`src/rtl/uart_fifo_pkg.sv`:
```
// Shared definitions for the UART-to-FIFO bridge: TX FSM states,
// default command symbols and the count-width helper.
package uart_fifo_pkg;

    // TX sequencing states of the bridge
    typedef enum logic [2:0] {
        ST_IDLE  = 3'd0,
        ST_FETCH = 3'd1,
        ST_LOAD  = 3'd2,
        ST_SEND  = 3'd3,
        ST_WAIT  = 3'd4
    } tx_state_t;

    // Default command symbols ('!' starts a dump, '~' clears overflow)
    localparam logic [7:0] DEF_DUMP_CMD = 8'h21;
    localparam logic [7:0] DEF_CLR_CMD  = 8'h7E;

    // Width of an occupancy counter able to hold 0..depth inclusive
    function automatic int unsigned cnt_w(input int unsigned depth);
        return $clog2(depth) + 1;
    endfunction

endpackage

```
`src/rtl/uart_fifo_bridge_sync_fifo.sv`:
```
// Synchronous FIFO with registered read data and registered status.
// A write while full is accepted only if a read happens in the same cycle.
module sync_fifo
    import uart_fifo_pkg::*;
#(
    parameter int unsigned DATA_W = 8,
    parameter int unsigned DEPTH  = 16,
    localparam int unsigned CNT_W = cnt_w(DEPTH)
) (
    input  logic              clk,
    input  logic              rst,
    input  logic              wr_en,
    input  logic [DATA_W-1:0] wr_data,
    input  logic              rd_en,
    output logic [DATA_W-1:0] rd_data,
    output logic [CNT_W-1:0]  count,
    output logic              full,
    output logic              empty
);

    localparam int unsigned ADDR_W = $clog2(DEPTH);

    logic [DATA_W-1:0] r_mem [DEPTH];
    logic [ADDR_W-1:0] r_wr_ptr;
    logic [ADDR_W-1:0] r_rd_ptr;
    logic [CNT_W-1:0]  r_count;
    logic              r_full;
    logic              r_empty;
    logic [DATA_W-1:0] r_rd_data;

    logic              w_rd_ok;
    logic              w_wr_ok;
    logic [CNT_W-1:0]  w_count_nxt;

    assign w_rd_ok = rd_en && !r_empty;
    assign w_wr_ok = wr_en && (!r_full || w_rd_ok);

    // Occupancy after this edge; simultaneous read and write leave it unchanged
    always_comb begin
        w_count_nxt = r_count;
        if (w_wr_ok && !w_rd_ok) begin
            w_count_nxt = r_count + CNT_W'(1);
        end else if (!w_wr_ok && w_rd_ok) begin
            w_count_nxt = r_count - CNT_W'(1);
        end
    end

    // Storage array; contents survive reset
    always_ff @(posedge clk) begin
        if (w_wr_ok && !rst) begin
            r_mem[r_wr_ptr] <= wr_data;
        end
    end

    // Pointers, occupancy, status flags and registered read port
    always_ff @(posedge clk) begin
        if (rst) begin
            r_wr_ptr  <= '0;
            r_rd_ptr  <= '0;
            r_count   <= '0;
            r_full    <= 1'b0;
            r_empty   <= 1'b1;
            r_rd_data <= '0;
        end else begin
            if (w_wr_ok) begin
                r_wr_ptr <= r_wr_ptr + ADDR_W'(1);
            end
            if (w_rd_ok) begin
                r_rd_ptr  <= r_rd_ptr + ADDR_W'(1);
                r_rd_data <= r_mem[r_rd_ptr];
            end
            r_count <= w_count_nxt;
            r_full  <= (w_count_nxt == CNT_W'(DEPTH));
            r_empty <= (w_count_nxt == '0);
        end
    end

    assign rd_data = r_rd_data;
    assign count   = r_count;
    assign full    = r_full;
    assign empty   = r_empty;

endmodule

```
`src/rtl/uart_fifo_bridge.sv`:
```
// UART-to-FIFO bridge: buffers received symbols and returns them to the
// UART transmitter, either as a command-triggered dump (MODE=0) or as a
// continuous echo stream (MODE=1).
module uart_fifo_bridge
    import uart_fifo_pkg::*;
#(
    parameter int unsigned       DATA_W   = 8,
    parameter int unsigned       DEPTH    = 16,
    parameter int unsigned       MODE     = 0,
    parameter logic [DATA_W-1:0] DUMP_CMD = DATA_W'(DEF_DUMP_CMD),
    parameter logic [DATA_W-1:0] CLR_CMD  = DATA_W'(DEF_CLR_CMD),
    localparam int unsigned      CNT_W    = cnt_w(DEPTH)
) (
    input  logic              clk,
    input  logic              rst,
    input  logic              rx_valid,
    input  logic [DATA_W-1:0] rx_data,
    input  logic              tx_busy,
    output logic              tx_start,
    output logic [DATA_W-1:0] tx_data,
    output logic [CNT_W-1:0]  count,
    output logic              full,
    output logic              empty,
    output logic              overflow
);

    tx_state_t         r_state;
    tx_state_t         w_state_nxt;
    logic [CNT_W-1:0]  r_remain;
    logic              r_wait_skip;
    logic [DATA_W-1:0] r_tx_data;
    logic              r_overflow;

    logic              w_is_dump;
    logic              w_is_clr;
    logic              w_wr_en;
    logic              w_rd_en;
    logic              w_tx_start;
    logic              w_drop;
    logic              w_dump_go;
    logic [DATA_W-1:0] w_fifo_rd_data;
    logic [CNT_W-1:0]  w_count;
    logic              w_full;
    logic              w_empty;

    // Command symbols are consumed here and never reach the FIFO
    assign w_is_dump = (MODE == 0) && rx_valid && (rx_data == DUMP_CMD);
    assign w_is_clr  = rx_valid && (rx_data == CLR_CMD);
    assign w_wr_en   = rx_valid && !w_is_dump && !w_is_clr;
    assign w_drop    = w_wr_en && w_full && !w_rd_en;

    // A dump starts only from IDLE and only with something to send
    assign w_dump_go = w_is_dump && (r_state == ST_IDLE) && (w_count != '0);

    sync_fifo #(
        .DATA_W (DATA_W),
        .DEPTH  (DEPTH)
    ) u_fifo (
        .clk     (clk),
        .rst     (rst),
        .wr_en   (w_wr_en),
        .wr_data (rx_data),
        .rd_en   (w_rd_en),
        .rd_data (w_fifo_rd_data),
        .count   (w_count),
        .full    (w_full),
        .empty   (w_empty)
    );

    // TX FSM state register
    always_ff @(posedge clk) begin
        if (rst) begin
            r_state <= ST_IDLE;
        end else begin
            r_state <= w_state_nxt;
        end
    end

    // TX FSM next-state logic
    always_comb begin
        w_state_nxt = r_state;
        case (r_state)
            ST_IDLE: begin
                if (MODE != 0) begin
                    if (!w_empty) begin
                        w_state_nxt = ST_FETCH;
                    end
                end else if (w_dump_go) begin
                    w_state_nxt = ST_FETCH;
                end
            end
            ST_FETCH: w_state_nxt = ST_LOAD;
            ST_LOAD:  w_state_nxt = ST_SEND;
            ST_SEND: begin
                if (!tx_busy) begin
                    w_state_nxt = ST_WAIT;
                end
            end
            ST_WAIT: begin
                // First WAIT cycle is skipped so tx_busy has time to rise
                if (!r_wait_skip && !tx_busy) begin
                    if (MODE == 0) begin
                        w_state_nxt = (r_remain != '0) ? ST_FETCH : ST_IDLE;
                    end else begin
                        w_state_nxt = (!w_empty) ? ST_FETCH : ST_IDLE;
                    end
                end
            end
            default: w_state_nxt = ST_IDLE;
        endcase
    end

    // TX FSM outputs: FIFO read strobe and transmitter start pulse
    always_comb begin
        w_rd_en    = 1'b0;
        w_tx_start = 1'b0;
        case (r_state)
            ST_FETCH: w_rd_en    = 1'b1;
            ST_SEND:  w_tx_start = !tx_busy;
            default: begin
                w_rd_en    = 1'b0;
                w_tx_start = 1'b0;
            end
        endcase
    end

    // Dump length counter, WAIT skip flag and transmit data register
    always_ff @(posedge clk) begin
        if (rst) begin
            r_remain    <= '0;
            r_wait_skip <= 1'b0;
            r_tx_data   <= '0;
        end else begin
            r_wait_skip <= (r_state == ST_SEND) && !tx_busy;
            if (w_dump_go) begin
                r_remain <= w_count;
            end else if ((r_state == ST_FETCH) && (MODE == 0)) begin
                r_remain <= r_remain - CNT_W'(1);
            end
            if (r_state == ST_LOAD) begin
                r_tx_data <= w_fifo_rd_data;
            end
        end
    end

    // Sticky overflow flag; a drop in the same cycle as a clear wins
    always_ff @(posedge clk) begin
        if (rst) begin
            r_overflow <= 1'b0;
        end else if (w_drop) begin
            r_overflow <= 1'b1;
        end else if (w_is_clr) begin
            r_overflow <= 1'b0;
        end
    end

    assign tx_start = w_tx_start;
    assign tx_data  = r_tx_data;
    assign count    = w_count;
    assign full     = w_full;
    assign empty    = w_empty;
    assign overflow = r_overflow;

endmodule

```
`config.mk`:
```
export PLATFORM = sky130hd
export DESIGN_NAME = uart_fifo_bridge
export DESIGN_NICKNAME = d
export VERILOG_FILES = /design/src/rtl/uart_fifo_pkg.sv /design/src/rtl/uart_fifo_bridge_sync_fifo.sv /design/src/rtl/uart_fifo_bridge.sv
export SDC_FILE = /design/constraint.sdc
export NUM_CORES = 1
export LEC_CHECK = 0
export BUFFER_PORTS_ARGS = -buffer_cell sky130_fd_sc_hd__buf_2
export CAP_MARGIN = 20
export CORE_UTILIZATION = 53
export DETAILED_ROUTE_END_ITERATION = 10
export HOLD_SLACK_MARGIN = 0.12
export PLACE_DENSITY = 0.82
export SYNTH_ARGS = -nofsm -noshare
export SYNTH_HDL_FRONTEND = slang
export SYNTH_HIERARCHICAL = 1
export SYNTH_SLANG_ARGS = --single-unit
```
`constraint.sdc`:
```
create_clock -name clk -period 2.9 [get_ports clk]
set_input_delay 0.58 -clock clk [delete_from_list [all_inputs] [get_ports clk]]
set_output_delay 0.58 -clock clk [all_outputs]
set_load 0.05 [all_outputs]
```
**Word-level counts from Yosys, hierarchy flattened**

Memories as Yosys holds them, arrays and structs flattened. A register that Yosys moved wholly into a read port is not among the register bits.
Index checks and enable logic that the tools add are counted.

- Add/subtract/negate cells: 5
- Reductions and logical operators: 33
- Equal/unequal tests: 10
- Muxes and demuxes: 15

Operators with widths:

| kind | count |
|---|---|
| $mux 5 | 4 |
| $logic_and 1x1->1 | 15 |
| $pmux 3 s5 | 1 |
| $logic_not 1->1 | 10 |
| $reduce_bool 5->1 | 2 |
| $sub 5x1->5 const B | 2 |
| $mux 3 | 3 |
| $add 4x1->4 const B | 2 |
| $eq 8x6->1 const B | 1 |
| $eq 8x7->1 const B | 1 |
| $mux 1 | 7 |
| $eq 3x2->1 const B | 2 |
| $ne 2x2->1 const B | 3 |
| $add 5x1->5 const B | 1 |
| $eq 5x5->1 const B | 1 |
| $logic_not 5->1 | 1 |
| $reduce_bool 2->1 | 2 |
| $eq 3x1->1 const B | 1 |
| $eq 3x3->1 const B | 1 |
| $logic_not 3->1 | 1 |
| $reduce_and 3->1 | 1 |
| $logic_or 1x1->1 | 1 |

- Bits in writable memories: 128
- Input bits: 12
- Output and inout port bits: 17
- Memories kept: 1
- Bits in registers: 33
- Word-level logic and storage cells: 74

Memory list:

| name | words | width | read ports | clocked after memory_dff | write ports | RTL line | source |
|---|---|---|---|---|---|---|---|
| u_fifo.r_mem | 16 | 8 | 1 | 1 | 1 | uart_fifo_bridge_sync_fifo.sv:23 | `logic [DATA_W-1:0] r_mem [DEPTH];` |

**Longest topological paths before layout**

Gate-level depths: netlist of the first run.

- Depth after elaboration: 11
- Mapped depth: 10

**Modules after synthesis**

The synthesis of the first run kept the hierarchy.

By module, submodules not included:

| module | cells each | area an instance (sq um) | instances |
|---|---|---|---|
| sync_fifo | 333 | 5997.0 | 1 |
| uart_fifo_bridge | 98 | 935.9 | 1 |

**Worst setup path after synthesis of the first run**

Ideal clock, no wire load.

- Path type: input-to-reg
- Start point: input rx_data[0]
- End point: register u_fifo.r_full (netlist: u_fifo/full)
- Setup slack: 0.453 ns
- Cell stages on the path: 8
- Arrival: 2.360 ns
- Path buffers: 0
- Cell sequence: nand4b_1 > nor4b_1 > nor2_1 > or3b_1 > nor4b_2 > a41oi_1 > xnor2_1 > nor4b_2

- Word-level cells in the longest chain between the ends: 11
- Elaborated cells on any way between the ends: 15

Ends and longest elaborated chain:

| element | RTL line | source |
|---|---|---|
| start, declared | uart_fifo_bridge.sv:17 | `input logic [DATA_W-1:0] rx_data,` |
| $eq 8x6->1 | uart_fifo_bridge.sv:47 | `assign w_is_dump = (MODE == 0) && rx_valid && (rx_data == DUMP_CMD);` |
| $logic_and 1x1->1 | uart_fifo_bridge.sv:47 |  |
| $logic_not 1->1 | uart_fifo_bridge.sv:49 | `assign w_wr_en = rx_valid && !w_is_dump && !w_is_clr;` |
| $logic_and 1x1->1 | uart_fifo_bridge.sv:49 |  |
| $logic_and 1x1->1 * | uart_fifo_bridge.sv:49 |  |
| via w_wr_en | uart_fifo_bridge.sv:36 | `logic w_wr_en;` |
| $logic_and 1x1->1 * | uart_fifo_bridge_sync_fifo.sv:36 | `assign w_wr_ok = wr_en && (!r_full \|\| w_rd_ok);` |
| $logic_not 1->1 | uart_fifo_bridge_sync_fifo.sv:43 | `end else if (!w_wr_ok && w_rd_ok) begin` |
| $logic_and 1x1->1 | uart_fifo_bridge_sync_fifo.sv:43 |  |
| $mux 5 | uart_fifo_bridge_sync_fifo.sv:43 |  |
| $mux 5 * | uart_fifo_bridge_sync_fifo.sv:41 | `if (w_wr_ok && !w_rd_ok) begin` |
| $eq 5x5->1 * | uart_fifo_bridge_sync_fifo.sv:73 | `r_full <= (w_count_nxt == CNT_W'(DEPTH));` |
| end signal, assigned | uart_fifo_bridge_sync_fifo.sv:73 |  |
| end, declared | uart_fifo_bridge_sync_fifo.sv:27 | `logic r_full;` |

The timed path passes the listed nets; every way through them passes the cells marked *.
A chain may end at the register's enable or synchronous reset.

**Worst setup path in the final report of the first run**

- Start point: input rx_data[3]
- End point: register u_fifo.r_full (netlist: u_fifo/full)

Same word-level chain as after synthesis.

==> metrics, run 1 <==
largest net degree at the start of global routing 36; CTS tree yes; launch point of the worst reg-to-reg path r_state[0]$_SDFFE_PP0P_; first-pass GRT wire length 21700 um; postcts setup bufs 0; Slew Viols, Final 0; CP Class in2reg; syn_area_per_cell 16.1 um^2; Fillers 910; gr ovfl total 0; CP Data Required Time 3.23 ns; synthesis-stage register bit count 169; Clock transition at path regs 0.06 ns; Die X 116 um; area delta synth->final 15.2%; number of DRC markers in iteration 0 393; count leader, synth edfxtp_1; post-cts sizing count 0; final setup vio count 0; Tmin final 2.45 ns; Max-slew headroom 0.515; CP startpoint kind primary input; RSZ-0062 raised after global routing no; nets@finish 511; Critical Path Sink Type register; cts bufs inserted 17; Yosys top cell by area edfxtp_1; DR vias/cell 5.85; ANT nets after route 0; wire per inst 20.6 um; number of port buffers 28; Die H 116 um; Syn Inst Count 431; synthesized area 6930 um^2; initial core utilization 0.547; Hold-fix buffers, CTS 0; Max Root-Sink Buffers 2; DP Cell Count 644; post-synth cell types 54; DIE AREA 13500 um^2; Antenna Diode Count 0; FMAX 408 MHz; initial antenna violation count 0; Synth async-reset ratio 0; Max-Cap Viols 0; Clock Sinks 169; via count 3948; most frequent cells after synthesis 128 x edfxtp_1, 55 x nor2_1, 41 x dfxtp_1; hold wc startpoint tx_busy; Root Driver clkbuf_16; final wirelength 13900 um; Detailed Routing Iterations Pass 1 5; worst-path fanout max 7; DP HPWL 9210 um; Final period util 0.846; leakage 2.71 nW; Synthesized Nets 451; CP Launch Point rx_data[3]; yosys warns 6; EDFF count, synth 128; Synth Flop Type edfxtp_1; via count of the first global-routing pass 3994; RD Place Congestion 0.844; Ports 29; post-synthesis sequential area ratio 0.673; row count 41; Hold WC Path Type in2reg; Clock Skews 0.00513 ns; top-area cell type share of the netlist area 0.554; status finished clean; clk_lat worst skew 0.42 ns; worst-margin pin slew 0.726 ns; share of cells above drive strength 1 0.254; pwr dens 659 nW/um^2; H-tree depth 4; # DRC 0; Worst EP arrival 2.78 ns; Non-Filler Instances 675; total core area 12700 um^2; synth top area cells edfxtp_1 55%, dfxtp_1 12%, mux4_2 7.1%; VDD IR max 484 uV; final hold viol count 0; Setup TNS 0 ns; Global Route Usage Sum 0.230
state kept, by name (all words and copies together), names as in the netlist:
name,flops
u_fifo/full,1
u_fifo/count,5
r_remain,5
u_fifo/r_rd_ptr,4
u_fifo/r_wr_ptr,4
overflow,1
r_state,3
r_wait_skip,1
tx_data,8
u_fifo/rd_data,8
u_fifo/empty,1
u_fifo/r_mem,128
path summary, 6_finish.rpt:
check                       endpoint  slack, ns  cells past startpoint
max           u_fifo/full$_SDFF_PP0_       0.45                     10
min           r_wait_skip$_SDFF_PP0_       0.38                      2
max reg2reg   u_fifo/full$_SDFF_PP0_       0.52                      7
min reg2reg  tx_data[0]$_SDFFE_PP0P_       0.49                      2
final cells by class:
class / instances / area (um^2) / share of cell area
Clock inverter: 14 / 158 / 0.0197
Clock buffer: 17 / 425 / 0.0533
Inverter: 9 / 33.8 / 0.00423
Tap cell: 172 / 215 / 0.0269
Timing Repair Buffer: 62 / 408 / 0.0511
Multi-Input combinational cell: 232 / 2080 / 0.261
Sequential cell: 169 / 4670 / 0.584
power breakdown:
group / switching [mW] / internal (mW) / total, mW / leakage [nW]
logic: 0.214 / 0.147 / 0.362 / 0.941
clock network: 0.880 / 1.34 / 2.22 / 0.281
registers: 0.0464 / 2.64 / 2.69 / 1.49
total: 1.14 / 4.12 / 5.26 / 2.71
critical path: stages:
cell     delay [ns]
buf_2          0.22
nand3_1        0.15
nor4b_1        0.28
buf_4          0.17
nor2_1         0.07
or3b_1         0.44
nor4b_2        0.27
a41oi_1        0.09
xnor2_1        0.26
nor4b_2        0.25
cell families after synthesis:
| logic type | Yosys count | share of synthesized area |
|---|---|---|
| AOI/OAI and AO/OA | 54 | 0.0552 |
| adders and majority gates | 8 | 0.0144 |
| and+or+nand+nor | 116 | 0.0919 |
| xor gates and xnor gates | 13 | 0.0164 |
| muxes | 41 | 0.122 |
| buffers and inverters | 30 | 0.0269 |
| DFF | 169 | 0.673 |
layout by cell type (no fill, tap or decap), types with 4 or more instances in the layout:
cell	synthesis	routed
ha_1	8	8
buf_4	4	33
xnor2_1	8	8
inv_1	9	9
mux4_2	22	22
and2_1	4	4
edfxtp_1	128	128
clkbuf_16	0	17
a21oi_1	21	21
nor3_1	6	6
nor2_1	55	55
mux4_1	10	10
nor2b_1	4	4
a22oi_1	16	16
mux2i_1	9	9
nand2_1	17	17
xor2_1	5	5
dfxtp_1	41	40
nor4_1	4	4
buf_2	4	28
per-stage QoR:
step | setup WS [ns] | hold WS, ns | area, um^2 | total power [mW] | util
after floorplan | 0.453 | 0.455 | 6930 | 2.98 | -
after global placement | 0.211 | 0.467 | 7400 | 3.08 | 0.584
after detailed placement | 0.0830 | 0.480 | 7400 | 3.10 | 0.584
after CTS | 0.523 | 0.361 | 7990 | 5.30 | 0.630
after global routing | 0.329 | 0.396 | 7990 | 5.43 | 0.630
final | 0.446 | 0.378 | 7990 | 5.27 | 0.630
metal layers:
metal  vias to the layer above  routed length, um  GRT usage
met4                         0                274     0.0940
met3                        20                740     0.0560
met2                       148               6830      0.365
li1                       1799                  -          -
met1                      1981               6030      0.305
met5                         -                  0          0
Note: power is estimated with default switching activity, not from simulation.
==> run 2: changes to the inputs <==
==> constraint.sdc (replaced) <==
create_clock -name clk -period 2.6 [get_ports clk]
set_input_delay 0.52 -clock clk [delete_from_list [all_inputs] [get_ports clk]]
set_output_delay 0.52 -clock clk [all_outputs]
set_load 0.05 [all_outputs]
==> metrics, run 2 (synthesis gave the netlist of run 1 again) <==
H-tree depth 4 (unchanged); initial core utilization 0.547 (unchanged); initial antenna violation count 0 (unchanged); Die H 116 um (unchanged); pwr dens 732 nW/um^2 (+11%); Clk pwr share 0.419 (-0.002); final setup vio count 0 (unchanged); most frequent CP cell nor4b_2; share of cells above drive strength 1 0.255 (+0.000930); slowest CP cell or3b_1; first-pass GRT wire length 21800 um (+0.73%); CP Class in2reg; Pint 4.62 mW (+12%); post-cts sizing count 0 (unchanged); number of port buffers 28 (unchanged); gr ovfl total 0 (unchanged); wire per inst 20.9 um (+1.6%); Fillers 890 (-2.2%); via count 4032 (+2.1%); Ports 29 (unchanged); row count 41 (unchanged); Detailed Routing Iterations Pass 1 5 (unchanged); CP delay by family, top simple AND/OR/NAND/NOR gates; most frequent cells in the layout 128 x edfxtp_1, 55 x nor2_1, 40 x dfxtp_1, 38 x buf_4, 28 x buf_2; Worst EP arrival 2.64 ns (-0.14 ns); RD Place Congestion 0.843 (-0.20%); clk_lat worst skew 0.42 ns (about the same); Top reg by flops u_fifo/r_mem; DP HPWL 9020 um (-2.0%); number of DRC markers in iteration 0 486 (+24%); Die X 116 um (unchanged); DIE AREA 13500 um^2 (unchanged); CP startpoint kind primary input; RSZ-0062 raised after global routing no; Clock Skews 0.0119 ns (+0.00681 ns); max FFs per register 128 (unchanged); leading cell type in the layout, fill and taps excluded edfxtp_1; via count of the first global-routing pass 3936 (-1.5%); Clock transition at path regs 0.06 ns (about the same); nets@finish 516 (+0.98%); largest net degree at the start of global routing 36 (unchanged); postcts setup bufs 0 (unchanged); Max-Cap Viols 0 (unchanged); Worst path max stage delay 0.44 ns (about the same); final wirelength 14200 um (+2.5%); Hold WC Path Type in2reg; Max Root-Sink Buffers 2 (unchanged); leakage 2.73 nW (+0.82%); worst path buffer plus inverter count 2 (unchanged); final hold viol count 0 (unchanged); fraction of power spent switching nets 0.213 (-0.00324); cts bufs inserted 17 (unchanged); DP Cell Count 649 (+0.78%); status finished clean; Critical Path Sink Type register; Slew Viols, Final 0 (unchanged); total core area 12700 um^2 (unchanged); Final Core Density 0.632 (+0.00197); CP Data Required Time 2.93 ns (-0.30 ns); NetSw 1.25 mW (+9.8%); worst-margin pin slew 0.737 ns (+0.0115 ns); Final period util 0.888; CTS tree yes; Seq pwr share 0.510 (about the same); Root Driver clkbuf_16; ANT nets after route 0 (unchanged); CP Cell Sequence buf_2, nand3_1, nor4b_1, buf_4, nor2_1, or3b_1, nor4b_2, a41oi_1, xnor2_1, nor4b_2; Non-Filler Instances 681 (+0.89%); # DRC 0 (unchanged); DR vias/cell 5.92 (+1.2%); Tmin final 2.31 ns; worst-path fanout max 7 (unchanged); VDD IR max 623 uV (+29%); combinational group share of total power 0.070 (about the same); Max-slew headroom 0.507 (-0.00770); Antenna Diode Count 0 (unchanged); FMAX 433 MHz; Hold-fix buffers, CTS 0 (unchanged); Clock Sinks 169 (unchanged); Global Route Usage Sum 0.232 (+0.00199); area delta synth->final 15.6%; hold_ws 0.339 ns (-0.0388 ns)
-- run 2: changes by cell type in the layout (fill, tap and decap cells not counted) --
cell	delta
clkinv_4	-2
clkinvlp_4	-2
clkinv_1	-1
clkinv_2	+1
clkbuf_1	+5
buf_4	+5
-- run 2: path summary, 6_finish.rpt --
path                            from                            end  slack (ns)  cells after the start
max                       rx_data[2]         u_fifo/full$_SDFF_PP0_        0.29                     10
min                       rx_data[5]  u_fifo/r_mem[10][5]$_DFFE_PP_        0.34                      1
max reg2reg  r_state[0]$_SDFFE_PP0P_         u_fifo/full$_SDFF_PP0_        0.33                      6
min reg2reg  tx_data[3]$_SDFFE_PP0P_        tx_data[3]$_SDFFE_PP0P_        0.49                      2
-- run 2: cell type report --
cell class | count | area [um^2] | share of cell area
clock buffers | 22 | 444 | 0.0554
flip-flops and latches | 169 | 4670 | 0.582
well taps | 172 | 215 | 0.0269
repair buffers | 67 | 445 | 0.0556
multi-input cells | 232 | 2080 | 0.260
inverters | 9 | 33.8 | 0.00422
clock inverters | 10 | 126 | 0.0158
-- run 2: routing by layer --
layer  track usage  wire length [um]  vias to the layer above
met5             0                 0                        -
met4        0.0915               207                        0
met3        0.0545               846                       16
met2         0.369              7200                      146
met1         0.310              5970                     2056
li1              -                 -                     1814
-- run 2: stage by stage --
| stage | setup TNS, ns | worst slack (ns) | power (mW) | instance area (um^2) |
|---|---|---|---|---|
| CTS | 0 | 0.308 | 5.90 | 8010 |
| floorplan | 0 | 0.213 | 3.33 | 6930 |
| detailed placement | -0.141 | -0.113 | 3.46 | 7440 |
| finish | 0 | 0.291 | 5.87 | 8010 |
| global route | 0 | 0.106 | 6.04 | 8010 |
| global placement | 0 | 0.0139 | 3.44 | 7440 |
-- run 2: power by group through the flow --
stage                     clock network, mW  registers [mW]  logic (mW)
after floorplan                           0            3.07       0.259
after global placement                    0            3.05       0.393
after detailed placement                  0            3.05       0.410
after CTS                              2.49            2.99       0.413
after global routing                   2.59            3.00       0.450
final                                  2.46            2.99       0.412
==> run 3: changes to the inputs <==
==> constraint.sdc (replaced) <==
create_clock -name clk -period 2.2 [get_ports clk]
set_input_delay 0.44 -clock clk [delete_from_list [all_inputs] [get_ports clk]]
set_output_delay 0.44 -clock clk [all_outputs]
set_load 0.05 [all_outputs]
==> metrics, run 3 (synthesis gave the netlist of run 1 again) <==
final wirelength 14300 um (+0.65%); Setup TNS 0 ns (unchanged); DIE AREA 13500 um^2 (unchanged); CTS tree yes; max FFs per register 128 (unchanged); via count of the first global-routing pass 4027 (+2.3%); Die X 116 um (unchanged); pwr dens 822 nW/um^2 (+12%); clk_lat worst skew 0.43 ns (about the same); share of cells above drive strength 1 0.311 (+0.0554); ANT nets after route 0 (unchanged); CP startpoint kind register; VDD IR max 438 uV (-30%); Top reg by flops u_fifo/r_mem; Tmin final 2.04 ns; CP Data Required Time 2.35 ns (-0.58 ns); number of DRC markers in iteration 0 312 (-36%); launch point of the worst reg-to-reg path r_state[2]$_SDFFE_PP0P_; Hold-fix buffers, CTS 0 (unchanged); leakage 2.80 nW (+2.5%); FMAX 490 MHz; hold wc startpoint tx_busy; Slew Viols, Final 0 (unchanged); DP HPWL 9780 um (+8.4%); Final period util 0.927; row count 41 (unchanged); H-tree depth 4 (unchanged); area delta synth->final 18.8%; cts bufs inserted 17 (unchanged); leading cell type in the layout, fill and taps excluded edfxtp_1; DR vias/cell 5.83 (-1.5%); Global Route Usage Sum 0.234 (+0.00282); Hold WC Path Type in2reg; worst slack, placed -0.351 ns (-0.238 ns); CP Class reg2reg; worst setup margin 0.160 ns (-0.131 ns); gr ovfl total 0 (unchanged); Clock Skews 0.00722 ns (-0.00472 ns); Ports 29 (unchanged); worst-path fanout max 5 (-2); Clock Sinks 169 (unchanged); wire per inst 20.7 um (-0.66%); number of port buffers 28 (unchanged); Clock transition at path regs 0.06 ns (about the same); Max-slew headroom 0.560 (+0.0531); Die H 116 um (unchanged); hold_ws 0.242 ns (-0.0965 ns); Antenna Diode Count 0 (unchanged); initial antenna violation count 0 (unchanged); Worst EP arrival 2.19 ns (-0.45 ns); first-pass GRT wire length 22200 um (+1.5%); worst-margin pin slew 0.657 ns (-0.0805 ns); largest net degree at the start of global routing 36 (unchanged); nets@finish 525 (+1.7%); via count 4022 (-0.25%); status finished clean; most frequent cells in the layout 128 x edfxtp_1, 44 x nor2_1, 40 x dfxtp_1, 38 x buf_4, 28 x buf_2; Max Root-Sink Buffers 2 (unchanged); Critical Path Sink Type register; # DRC 0 (unchanged); Max-Cap Viols 0 (unchanged); Root Driver clkbuf_16; RSZ-0062 raised after global routing no; RD Place Congestion 0.786 (-6.7%); initial core utilization 0.547 (unchanged); CP Launch Point r_state[2]$_SDFFE_PP0P_; final setup vio count 0 (unchanged); total core area 12700 um^2 (unchanged); final hold viol count 0 (unchanged); Detailed Routing Iterations Pass 1 5 (unchanged)
==> run 3: final timing paths <==
| check | cells past startpoint | slack [ns] | to |
|---|---|---|---|
| worst max-delay path | 6 | 0.16 | u_fifo/r_mem[4][3]$_DFFE_PP_ |
| worst min register to register | 2 | 0.49 | u_fifo/rd_data[6]$_SDFFE_PP0P_ |
| worst min-delay path | 2 | 0.24 | r_wait_skip$_SDFF_PP0_ |
| worst max register to register | 6 | 0.16 | u_fifo/r_mem[4][3]$_DFFE_PP_ |
==> run 3: routing by layer <==
layer,up-vias,track usage,share of wire
met5,-,0,0
met3,29,0.0529,0.057
met4,0,0.110,0.024
met2,168,0.383,0.51
met1,1996,0.299,0.40
li1,1829,-,-
==> run 3: repair_timing <==
| item | 4_1_cts | 5_1_grt |
|---|---|---|
| endpoints found under the setup margin | 0 | 11 |
| gates resized for setup | 0 | 7 |
| setup buffers | 0 | 0 |
==> run 3: worst max-delay path: stages, from the launching register on <==
cell and delay, ns:
dfxtp_1 0.34, nor3b_4 0.33, nand2b_1 0.24, a21boi_4 0.25, nand2_1 0.21, nor2_2 0.22, buf_4 0.18
==> run 3: stage by stage <==
stage               cells  area, um^2  utilization  total power, mW
floorplan             431        6960            -             3.94
global placement      658        7650        0.604             4.09
detailed placement    658        7650        0.604             4.12
CTS                   690        8200        0.647             6.80
global route          690        8240        0.650             6.99
finish                690        8240        0.650             6.77
==> run 3: final cells by class <==
type	instances	area, um^2
sequential	169	4670
fill	861	4440
multi-input combinational	232	2150
timing repair buffer	76	626
clock buffer	18	429
tap	172	215
clock inverter	14	115
inverter	9	33.8
==> run 3: power by group <==
part,internal (mW),switching (mW)
Clock,1.46,1.24
Sequential,3.48,0.0534
Combinational,0.226,0.301
Total,5.17,1.60
